===== config.mk =====
export PLATFORM = sky130hd
export DESIGN_NAME = quadrature_step_decoder
export DESIGN_NICKNAME = d
export VERILOG_FILES = /design/src/rtl/quad_dec_pkg.sv /design/src/rtl/step_input_filter.sv /design/src/rtl/quadrature_step_decoder.sv
export SDC_FILE = /design/constraint.sdc
export NUM_CORES = 1
export LEC_CHECK = 0
export CORE_MARGIN = 2
export CORE_UTILIZATION = 42
export DETAILED_ROUTE_END_ITERATION = 6
export PLACE_DENSITY = 0.66
export SLEW_MARGIN = 20
export SYNTH_ARGS = -nofsm -noshare
export SYNTH_HDL_FRONTEND = slang
export SYNTH_HIERARCHICAL = 1
export SYNTH_SLANG_ARGS = --single-unit

===== constraint.sdc =====
create_clock -name clk -period 1.75 [get_ports clk]
set_input_delay 0.35 -clock clk [delete_from_list [all_inputs] [get_ports clk]]
set_output_delay 0.35 -clock clk [all_outputs]
set_load 0.02 [all_outputs]

===== src/rtl/quad_dec_pkg.sv =====
// Shared types and Gray-phase helpers for the quadrature step decoder.
package quad_dec_pkg;

    typedef enum logic {PRIME, TRACK} qd_state_t;

    localparam logic [1:0] PH0 = 2'b00;
    localparam logic [1:0] PH1 = 2'b01;
    localparam logic [1:0] PH2 = 2'b11;
    localparam logic [1:0] PH3 = 2'b10;

    function automatic logic [1:0] next_fwd(input logic [1:0] phase);
        logic [1:0] succ;
        case (phase)
            PH0:     succ = PH1;
            PH1:     succ = PH2;
            PH2:     succ = PH3;
            default: succ = PH0;
        endcase
        return succ;
    endfunction

endpackage


===== src/rtl/step_input_filter.sv =====
// One encoder channel: pin synchronizer followed by a persistence filter.
// i_load bypasses the filter so the decoder can prime on the current pin level.
module step_input_filter #(
    parameter int SYNC_STAGES = 2,
    parameter int FILTER_LEN  = 4
) (
    input  logic clk,
    input  logic reset,
    input  logic i_pin,
    input  logic i_load,
    output logic o_synced,
    output logic o_filt
);

    localparam int CNT_W = $clog2(FILTER_LEN + 1);
    localparam logic [CNT_W-1:0] CNT_LAST = CNT_W'(FILTER_LEN - 1);

    logic [SYNC_STAGES-1:0] r_sync;
    logic [CNT_W-1:0]       r_cnt;
    logic                   r_filt;
    logic                   w_synced;

    assign w_synced = r_sync[SYNC_STAGES-1];
    assign o_synced = w_synced;
    assign o_filt   = r_filt;

    always_ff @(posedge clk or posedge reset) begin
        if (reset) begin
            r_sync <= '0;
        end else begin
            r_sync <= {r_sync[SYNC_STAGES-2:0], i_pin};
        end
    end

    // Seeing CNT_LAST while still different means this is the FILTER_LEN-th cycle.
    always_ff @(posedge clk or posedge reset) begin
        if (reset) begin
            r_filt <= 1'b0;
            r_cnt  <= '0;
        end else if (i_load) begin
            r_filt <= w_synced;
            r_cnt  <= '0;
        end else if (w_synced == r_filt) begin
            r_cnt  <= '0;
        end else if (r_cnt == CNT_LAST) begin
            r_filt <= w_synced;
            r_cnt  <= '0;
        end else begin
            r_cnt  <= r_cnt + CNT_W'(1);
        end
    end

endmodule


===== src/rtl/quadrature_step_decoder.sv =====
// Quadrature A/B decoder: primes on the settled pin level, then turns filtered
// Gray-code transitions into up/down pulses and flags double-bit jumps.
module quadrature_step_decoder
    import quad_dec_pkg::*;
#(
    parameter int SYNC_STAGES = 2,
    parameter int FILTER_LEN  = 4,
    parameter int ERR_W       = 8
) (
    input  logic             clk,
    input  logic             reset,
    input  logic             a_in,
    input  logic             b_in,
    input  logic             en,
    input  logic             err_clr,
    output logic             up,
    output logic             down,
    output logic             err,
    output logic [ERR_W-1:0] err_count
);

    localparam int PRIME_LEN = SYNC_STAGES + FILTER_LEN;
    localparam int PRIME_W   = $clog2(PRIME_LEN + 1);
    localparam logic [PRIME_W-1:0] PRIME_LAST = PRIME_W'(PRIME_LEN - 1);
    localparam logic [ERR_W-1:0]   ERR_MAX    = '1;

    qd_state_t          r_state;
    qd_state_t          w_state_next;
    logic [PRIME_W-1:0] r_prime_cnt;
    logic [1:0]         r_prev;
    logic               r_up;
    logic               r_down;
    logic               r_err;
    logic [ERR_W-1:0]   r_err_count;

    logic       w_a_sync, w_b_sync, w_a_filt, w_b_filt;
    logic       w_load;
    logic [1:0] w_cur;
    logic [1:0] w_sync;
    logic       w_fwd, w_rev, w_ill;

    step_input_filter #(.SYNC_STAGES(SYNC_STAGES), .FILTER_LEN(FILTER_LEN)) u_filt_a (
        .clk(clk), .reset(reset), .i_pin(a_in), .i_load(w_load),
        .o_synced(w_a_sync), .o_filt(w_a_filt)
    );

    step_input_filter #(.SYNC_STAGES(SYNC_STAGES), .FILTER_LEN(FILTER_LEN)) u_filt_b (
        .clk(clk), .reset(reset), .i_pin(b_in), .i_load(w_load),
        .o_synced(w_b_sync), .o_filt(w_b_filt)
    );

    assign w_cur  = {w_a_filt, w_b_filt};
    assign w_sync = {w_a_sync, w_b_sync};

    always_ff @(posedge clk or posedge reset) begin
        if (reset) begin
            r_state     <= PRIME;
            r_prime_cnt <= '0;
        end else begin
            r_state <= w_state_next;
            if (r_state == PRIME) begin
                r_prime_cnt <= r_prime_cnt + PRIME_W'(1);
            end
        end
    end

    always_comb begin
        w_state_next = r_state;
        case (r_state)
            PRIME:   if (r_prime_cnt == PRIME_LAST) w_state_next = TRACK;
            default: w_state_next = TRACK;
        endcase
    end

    // A reverse step is one whose forward successor is the previous phase.
    always_comb begin
        w_load = (r_state == PRIME);
        w_fwd  = 1'b0;
        w_rev  = 1'b0;
        w_ill  = 1'b0;
        if (r_state == TRACK) begin
            w_fwd = (w_cur == next_fwd(r_prev));
            w_rev = (r_prev == next_fwd(w_cur));
            w_ill = ((w_cur ^ r_prev) == 2'b11);
        end
    end

    always_ff @(posedge clk or posedge reset) begin
        if (reset) begin
            r_prev      <= 2'b00;
            r_up        <= 1'b0;
            r_down      <= 1'b0;
            r_err       <= 1'b0;
            r_err_count <= '0;
        end else begin
            r_prev <= w_load ? w_sync : w_cur;
            r_up   <= en & w_fwd;
            r_down <= en & w_rev;
            r_err  <= en & w_ill;
            if (err_clr) begin
                r_err_count <= '0;
            end else if (en && w_ill && (r_err_count != ERR_MAX)) begin
                r_err_count <= r_err_count + ERR_W'(1);
            end
        end
    end

    assign up        = r_up;
    assign down      = r_down;
    assign err       = r_err;
    assign err_count = r_err_count;

endmodule


Word-level counts from Yosys, hierarchy flattened
Cells that the tools add are included.
{"block": "classes", "n_reduce_logical": 7, "eq_ne": 17, "add_sub_neg": 4, "muxes": 24, "bitwise_logic": 4}
{"cell": "$mux W3", "n": 6}
{"cell": "$mux W8", "n": 2}
{"cell": "$pmux W2 S3", "n": 2}
{"cell": "$mux W1", "n": 11}
{"cell": "$add A3 B1 Y3 const B", "n": 3}
{"cell": "$add A8 B1 Y8 const B", "n": 1}
{"cell": "$ne A8 B8 Y1 const B", "n": 1}
{"cell": "$eq A2 B2 Y1 const B", "n": 3}
{"cell": "$eq A3 B2 Y1 const B", "n": 2}
{"cell": "$mux W2", "n": 3}
{"cell": "$eq A2 B1 Y1 const B", "n": 2}
{"cell": "$eq A2 B2 Y1", "n": 2}
{"cell": "$logic_not A2 Y1", "n": 2}
{"cell": "$ne A2 B1 Y1 const B", "n": 2}
{"cell": "$ne A2 B2 Y1 const B", "n": 2}
{"cell": "$reduce_and A2 Y1", "n": 2}
{"cell": "$and A1 B1 Y1", "n": 3}
{"cell": "$eq A3 B3 Y1 const B", "n": 1}
{"cell": "$eq A1 B1 Y1", "n": 2}
{"cell": "$logic_and A1 B1 Y1", "n": 2}
{"cell": "$reduce_bool A2 Y1", "n": 1}
{"cell": "$xor A2 B2 Y2", "n": 1}
{"block": "totals", "ff_bits": 29}

Longest topological paths before layout
Gate-level depths: netlist of the first run.
{"block": "depth", "depth_word": 7, "ltp_mapped": 5, "depth_no_buf": 5}

Modules after synthesis
The synthesis of the first run kept the hierarchy.
{"module": "quadrature_step_decoder", "cells_per_inst": 78, "seq_area_each_um2": 425.4, "area_per_inst_um2": 850.8, "instances": 1}
{"module": "step_input_filter (u_filt_a)", "cells_per_inst": 17, "seq_area_each_um2": 150.1, "area_per_inst_um2": 241.5, "instances": 1}
{"module": "step_input_filter (u_filt_b)", "cells_per_inst": 16, "seq_area_each_um2": 150.1, "area_per_inst_um2": 230.2, "instances": 1}

Worst setup path before layout of the first run
No wires, ideal clock.
{"block": "synth_path", "path_kind": "register to register", "from": "reg u_filt_b.r_filt, in the netlist u_filt_b/o_filt", "to": "reg r_err_count[7], in the netlist err_count[7]", "path_stages_with_launch": 5, "period_less_slack_ns": 1.807, "path_buffers": 0, "t_arrival_ns": 1.687, "setup_slack_ns": -0.057, "setup_time_ns": 0.120, "path_cell_list": "dfrtp_1 xnor2_1 or4b_4 or4_1 and3_1"}
{"block": "synth_via", "elab_chain_len": 6}
{"element": "from (decl)", "line": "step_input_filter.sv:20", "text": "logic r_filt;"}
{"element": "from (signal assigned)", "line": "step_input_filter.sv:41", "text": "r_filt <= w_synced;"}
{"element": "from (signal assigned)", "line": "step_input_filter.sv:46", "text": "r_filt <= w_synced;"}
{"element": "$xor A2 B2 Y2", "line": "quadrature_step_decoder.sv:84", "text": "w_ill = ((w_cur ^ r_prev) == 2'b11);"}
{"element": "$eq A2 B2 Y1", "line": "quadrature_step_decoder.sv:84"}
{"element": "$mux W1", "line": "quadrature_step_decoder.sv:81", "text": "if (r_state == TRACK) begin"}
{"element": "$logic_and A1 B1 Y1 (2 in series)", "line": "quadrature_step_decoder.sv:102", "text": "end else if (en && w_ill && (r_err_count != ERR_MAX)) begin"}
{"element": "$reduce_bool A2 Y1 (no line)"}
{"element": "to (signal assigned)", "line": "quadrature_step_decoder.sv:103", "text": "r_err_count <= r_err_count + ERR_W'(1);"}
{"element": "to (decl)", "line": "quadrature_step_decoder.sv:34", "text": "logic [ERR_W-1:0] r_err_count;"}
Every way passes these cells.
A chain may end at the register's enable or synchronous reset.

Worst setup path after layout of the first run
{"block": "layout_path", "from": "in en", "to": "reg r_err_count[7], in the netlist err_count[7]"}
{"block": "layout_via", "elab_chain_len": 3}
{"element": "from (decl)", "line": "quadrature_step_decoder.sv:14", "text": "input logic en,"}
{"element": "$logic_and A1 B1 Y1 (2 in series)", "line": "quadrature_step_decoder.sv:102"}
{"element": "$reduce_bool A2 Y1 (no line)"}
Every way passes these cells.

==> results of run 1 <==
## flip-flops by register name (all words and copies together) (netlist names)
name,flops
down,1
err,1
err_count,8
r_prev,2
r_prime_cnt,3
r_state,1
u_filt_a/o_filt,1
u_filt_a/r_cnt,3
u_filt_a/r_sync,2
u_filt_b/o_filt,1
u_filt_b/r_cnt,3
u_filt_b/r_sync,2
up,1
## routing by layer
layer  up-vias  routed length [um]  GRT usage
li1        447                   -          -
met1       454                 963     0.1701
met2        20                1118     0.2453
met3         7                 102    0.06710
met4         0                  53    0.07619
met5         -                   0          0
## placed cells by master (no fill, tap or decap), drive strengths merged, types with 2 or more instances in the layout
master	Yosys	final
dfrtp	29	29
buf	0	12
clkdlybuf4s50	0	10
nor2	9	9
nand2	9	9
inv	8	8
mux2	7	7
ha	5	5
clkbuf	1	5
nor2b	5	5
xor2	4	4
dlygate4sd2	0	4
xnor2	4	4
nand4	3	3
nand2b	3	3
mux2i	3	3
nor3	3	3
nor3b	3	3
o21ai	2	2
and3	2	2
bufinv	0	2
dlymetal6s2s	0	2
nand3	2	2
## critical path: cells and delay by family
family / cells / cell delay [ns]
AND/OR/NAND/NOR: 4 / 1.13
buffers and inverters: 1 / 0.48
## Yosys cell counts, types with 3 or more instances
library cell	n
dfrtp_1	29
ha_1	5
mux2i_1	3
nand4_1	3
inv_1	8
nand2_1	8
xor2_1	4
nor2b_1	3
nor3_1	3
xnor2_1	4
nor2_1	8
mux2_2	6
nand2b_1	3
## how the worst max path moves through the flow
stage                                     to  cells after the start
finish              err_count[7]$_DFFE_PP0P_                      5
global route        err_count[7]$_DFFE_PP0P_                      4
CTS                 err_count[7]$_DFFE_PP0P_                      4
detailed placement  err_count[7]$_DFFE_PP0P_                      5
global placement    err_count[7]$_DFFE_PP0P_                      5
floorplan           err_count[7]$_DFFE_PP0P_                      4
## power by group
part	switching [mW]	internal, mW	leakage (nW)	total (mW)
clock network	0.238	0.442	0.0552	0.681
registers	0.0839	0.794	0.360	0.878
logic	0.307	0.393	0.454	0.700
## repair_timing
item                                    in CTS  in global routing
resized for setup                            4                  4
pin swaps                                    0                  1
buffers inserted                             0                  1
endpoints found under the setup margin       4                  5
## cell families after synthesis
family          Yosys count
simple gates             42
flops                    29
mux                      10
buf+inv                   9
compound gates            8
xor+xnor                  8
fa+ha+maj                 5
## per-stage QoR
step,TNS [ns],hold slack [ns]
finish,0,0.2951
floorplan,0,0.1410
detailed placement,-1.098,0.3358
global route,-0.1273,0.2965
CTS,0,0.2791
global placement,-1.019,0.3326
## layout make-up
type / instances / area, um2 / area share
multi-input cells: 73 / 575.6 / 0.3302
well taps: 44 / 55.05 / 0.03159
flip-flops and latches: 29 / 729.5 / 0.4185
clock inverters: 3 / 65.06 / 0.03733
inverters: 8 / 30.03 / 0.01723
repair buffers: 28 / 250.2 / 0.1436
clock buffers: 5 / 37.54 / 0.02154
==> reports/qor.csv, run 1 <==
metric;value;unit
status;finished clean;
grt.total_usage;0.1522;
synthAdderAreaFrac;0.04730;
wire_per_inst;11.77;um
cts_buffer_depth;2;
place.detailed.hpwl;1710;um
routed_wirelength;2237;um
numPortBuffers;16;
period_needed;1.745;ns
ctsHoldBuffers;0;
r2r_slack;0.005;ns
ys_warn_count;6;
antenna_found_initial;0;
drcViolationCount;0;
ys_async_sr_fraction;1.000;
ys.flop_type;dfrtp_1;
gp_congestion;0.7771;
yosysUniqueCellTypes;33;
ios;17;
nets;156;
die_area;0.003614;mm2
vias;928;
initial_utilization;0.4368;
diodes;0;
die_w;60.12;um
netlist_area;0.001323;mm2
synth_top_family_by_area;simple AND/OR/NAND/NOR gates;
synthTopCellsByArea;dfrtp_1, mux2_2, ha_1;
end_kind;flip-flop;
die_y;60.12;um
netlist_instances;111;
crit_path_max_incr_delay;0.53;ns
critPathArrivalTime;1.97;ns
hold_violations;0;
synth_top_area_frac;0.5487;
final_cells;190;
cts.sinks;29;
place_area;0.001620;mm2
start_kind;input pin;
syn_avg_cell_area;11.91;um2
critPathLaunch;en;
drive_above_1_share;0.2740;
setup_viol;0;
synth-edff-count;0;
cpMaxStageDelayCell;or4b_4;
max_slew.worst_pin.slew;0.3253;ns
areaGrowthSynthToFinish;31.79;%
ant_nets;0;
leakage;0.8684;nW
overflow;0;
peakVddDrop;0.7476;mV
hold_class;input pin to asynchronous set/reset pin;
cap_violations;0;
ys_ff_latch;29;
syn-num-nets;122;
critPathRequiredTime;1.97;ns
cts_tree;yes;
placed_cells;181;
synth_seq_area_share;0.5487;
finalPower;2.259;mW
synth-simple-area-share;0.1968;
synthMuxAreaShare;0.08515;
r2r-start;r_prev[1]$_DFF_PP0_;
cts.clk_slew.worst_paths;0.10;ns
rsz0062_at_grt;yes;
htreeDepth;2;
fin_skew;0.008966;ns
max_freq;573.1;MHz
drt_iter0_drc;13;
pre_cts_slack;-0.3338;ns
reg2reg_depth;4;
path_max_fanout;4;
slew_violations;0;
max-slew-margin-rel;0.7804;
power_density;1296;mW/mm2
crit-reg2reg-capture;err_count[7]$_DFFE_PP0P_;
final.period_utilization;0.9971;
fin_area;0.001743;mm2
grt_pass1_vias;928;
n_fill_cell;261;
cp_cell_sequence;clkdlybuf4s50_1 -> nand2_2 -> or4b_4 -> or4_1 -> and3_1;
path_class;input pin to flip-flop;
grt_max_degree;18;
dr.pass1.iters;4;
clk-insertion-delay-late;0.33;ns
cts_root_buf;clkbuf_4;
grt_pass1_wl;3946;um
std_cell_rows;20;
vias_per_cell;4.884;
synth-xor-area-share;0.05298;
cts_buffers;5;
final_util;0.5756;
yosys.area.top_type;dfrtp_1;
coreArea;0.003028;mm2
synth_compound_area_frac;0.04352;
setup_ws;0.005141;ns
No activity file was read; power rests on OpenSTA's default activity.
==> run 2: changes to the inputs <==
--- a/config.mk
+++ b/config.mk
@@ -5,10 +5,12 @@
 export SDC_FILE = /design/constraint.sdc
 export NUM_CORES = 1
 export LEC_CHECK = 0
+export ABC_AREA = 1
 export CORE_MARGIN = 2
 export CORE_UTILIZATION = 42
 export DETAILED_ROUTE_END_ITERATION = 6
-export PLACE_DENSITY = 0.66
+export HOLD_SLACK_MARGIN = 0.12
+export PLACE_DENSITY = 0.65
 export SLEW_MARGIN = 20
 export SYNTH_ARGS = -nofsm -noshare
 export SYNTH_HDL_FRONTEND = slang
==> reports/qor.csv, run 2 <==
metric;value;unit;change
numPortBuffers;16;;unchanged
critPathLaunch;up$_DFF_PP0_;;
diodes;0;;unchanged
ant_nets;0;;unchanged
netlist_instances;179;;+61%
grt_max_degree;18;;unchanged
path_class;flip-flop to primary output;;
drcViolationCount;0;;unchanged
drive_above_1_share;0.1379;;-0.1360
vias;1129;;+22%
coreArea;0.003363;mm2;+11%
max-slew-margin-rel;0.7425;;-0.03786
crit_path_max_incr_delay;0.59;ns;+0.06 ns
cts_root_buf;clkbuf_4;;
syn_avg_cell_area;8.248;um2;-31%
place.detailed.hpwl;1934;um;+13%
cts.sinks;29;;unchanged
die_w;63.29;um;+5.3%
synth-edff-count;0;;unchanged
leakage;0.9593;nW;+10%
period_needed;1.590;ns;-0.1551 ns
final_common_cell;nand2_1;;
cts.clk_slew.worst_paths;0.09;ns;about the same
most-common-layout-cells;nand2_1, dfrtp_1, inv_1;;
place_area;0.001697;mm2;+4.7%
max_freq;629.0;MHz;+9.8%
ys_warn_count;6;;unchanged
nets;213;;+37%
cpMaxStageDelayCell;clkdlybuf4s50_1;;
r2r_slack;0.39;ns;+0.38 ns
cts_tree;yes;;
gp_congestion;0.8777;;+13%
postCtsSetupBuffers;0;;unchanged
ios;17;;unchanged
ys.flop_type;dfrtp_1;;
hold_violations;0;;unchanged
slew_violations;0;;unchanged
synth_seq_area_share;0.4915;;-0.05720
ys_async_sr_fraction;1.000;;unchanged
setup_viol;0;;unchanged
cts_buffers;5;;unchanged
htreeDepth;2;;unchanged
yosys.area.top_type;dfrtp_1;;
routed_wirelength;2429;um;+8.6%
fin_area;0.001793;mm2;+2.9%
cts_buffer_depth;2;;unchanged
yosysUniqueCellTypes;21;;-36%
dr.pass1.iters;4;;unchanged
r2r-start;err_count[0]$_DFFE_PP0P_;;
std_cell_rows;21;;+5.0%
areaGrowthSynthToFinish;21.44;%;
vias_per_cell;4.534;;-7.2%
synthTopCellsByArea;dfrtp_1, nand2_1, nand3_1;;
crit-reg2reg-capture;err_count[4]$_DFFE_PP0P_;;
wire_per_inst;9.755;um;-17%
finalPower;2.209;mW;-2.2%
cap_violations;0;;unchanged
fin_setup_tns;0;ns;unchanged
peakVddDrop;0.6530;mV;-13%
path_max_fanout;1;;-3
die_y;63.29;um;+5.3%
drt_iter0_drc;51;;+38
synth_top_area_frac;0.4915;;-0.05720
overflow;0;;unchanged
cp_cell_sequence;clkdlybuf4s50_1;;
critPathRequiredTime;1.40;ns;-0.57 ns
final.period_utilization;0.9084;;-0.08862
netlist_area;0.001476;mm2;+12%
grt_pass1_vias;1129;;+22%
hold_class;input pin to asynchronous set/reset pin;;
grt.total_usage;0.1451;;-0.007143
die_area;0.004006;mm2;+11%
clk-insertion-delay-late;0.32;ns;about the same
power_density;1232;mW/mm2;-4.9%
start_kind;flip-flop;;
cp_top_family;buffers and inverters;;
antenna_found_initial;0;;unchanged
initial_utilization;0.4390;;+0.002211
grt_pass1_wl;4560;um;+16%
rsz0062_at_grt;no;;
critPathArrivalTime;1.24;ns;-0.73 ns
cp_num_buf_inv;1;;unchanged
reg2reg_depth;7;;+3
status;finished clean;;
cp_num_cells;1;;-4
syn-num-nets;190;;+56%
end_kind;primary output;;
fin_skew;0.01057;ns;+0.001602 ns
largest_reg_flops;8;;unchanged
synth.most_common_cell;nand2_1;;
max_slew.worst_pin.slew;0.3858;ns;+0.06050 ns
synthTopCellsByCount;nand2_1, dfrtp_1, inv_1;;
ys_ff_latch;29;;unchanged
[run 2: what timing repair did]
action,in CTS,in global routing
gates resized for setup,7,1
hold buffers,0,0
pin swaps,0,0
endpoints found under the setup margin,7,1
[run 2: layer usage]
layer,vias up,share of wire,track usage
li1,590,-,-
met1,515,0.48,0.1721
met2,20,0.46,0.2394
met3,4,0.043,0.05179
met4,0,0.010,0.05978
met5,-,0,0
[run 2: power breakdown]
| part | internal (mW) | switching (mW) | total [mW] |
|---|---|---|---|
| clock network | 0.442 | 0.227 | 0.669 |
| logic | 0.262 | 0.371 | 0.632 |
| registers | 0.803 | 0.105 | 0.908 |
| total | 1.51 | 0.702 | 2.21 |
[run 2: final cells by class]
cell class | instances | area, um2
clock inverter | 3 | 65.06
tap | 46 | 57.56
multi-input combinational | 120 | 636.9
inverter | 29 | 108.9
sequential | 29 | 725.7
clock buffer | 5 | 37.54
timing repair buffer | 17 | 161.4
fill | 338 | 1570
[run 2: worst max path at each step]
| stage | slack [ns] | to |
|---|---|---|
| 3_5_place_dp | 0.19 | err_count[7]$_DFFE_PP0P_ |
| 2_1_floorplan | 0.39 | err_count[7]$_DFFE_PP0P_ |
| 5_1_grt | 0.08 | down |
| 3_3_place_gp | 0.26 | err_count[7]$_DFFE_PP0P_ |
| 4_1_cts | 0.0002 | err_count[0] |
| 6_report | 0.16 | up |
[run 2: per-stage QoR]
step	std cells	hold slack (ns)	worst slack [ns]	utilization
after floorplan	179	0.1410	0.3866	-
after global placement	241	0.3336	0.2635	0.5045
after detailed placement	241	0.3389	0.1905	0.5045
after CTS	249	0.2739	0.0001956	0.5324
after global routing	249	0.2901	0.07999	0.5331
final	249	0.2854	0.1602	0.5331
[run 2: logic make-up after synthesis]
group                      after synthesis  synth area share
adders and majority gates                5           0.04237
AOI/OAI and AO/OA                        6           0.02372
buffers and inverters                   30           0.07712
and+or+nand+nor                        102            0.3237
DFF                                     29            0.4915
xor gates and xnor gates                 7           0.04153
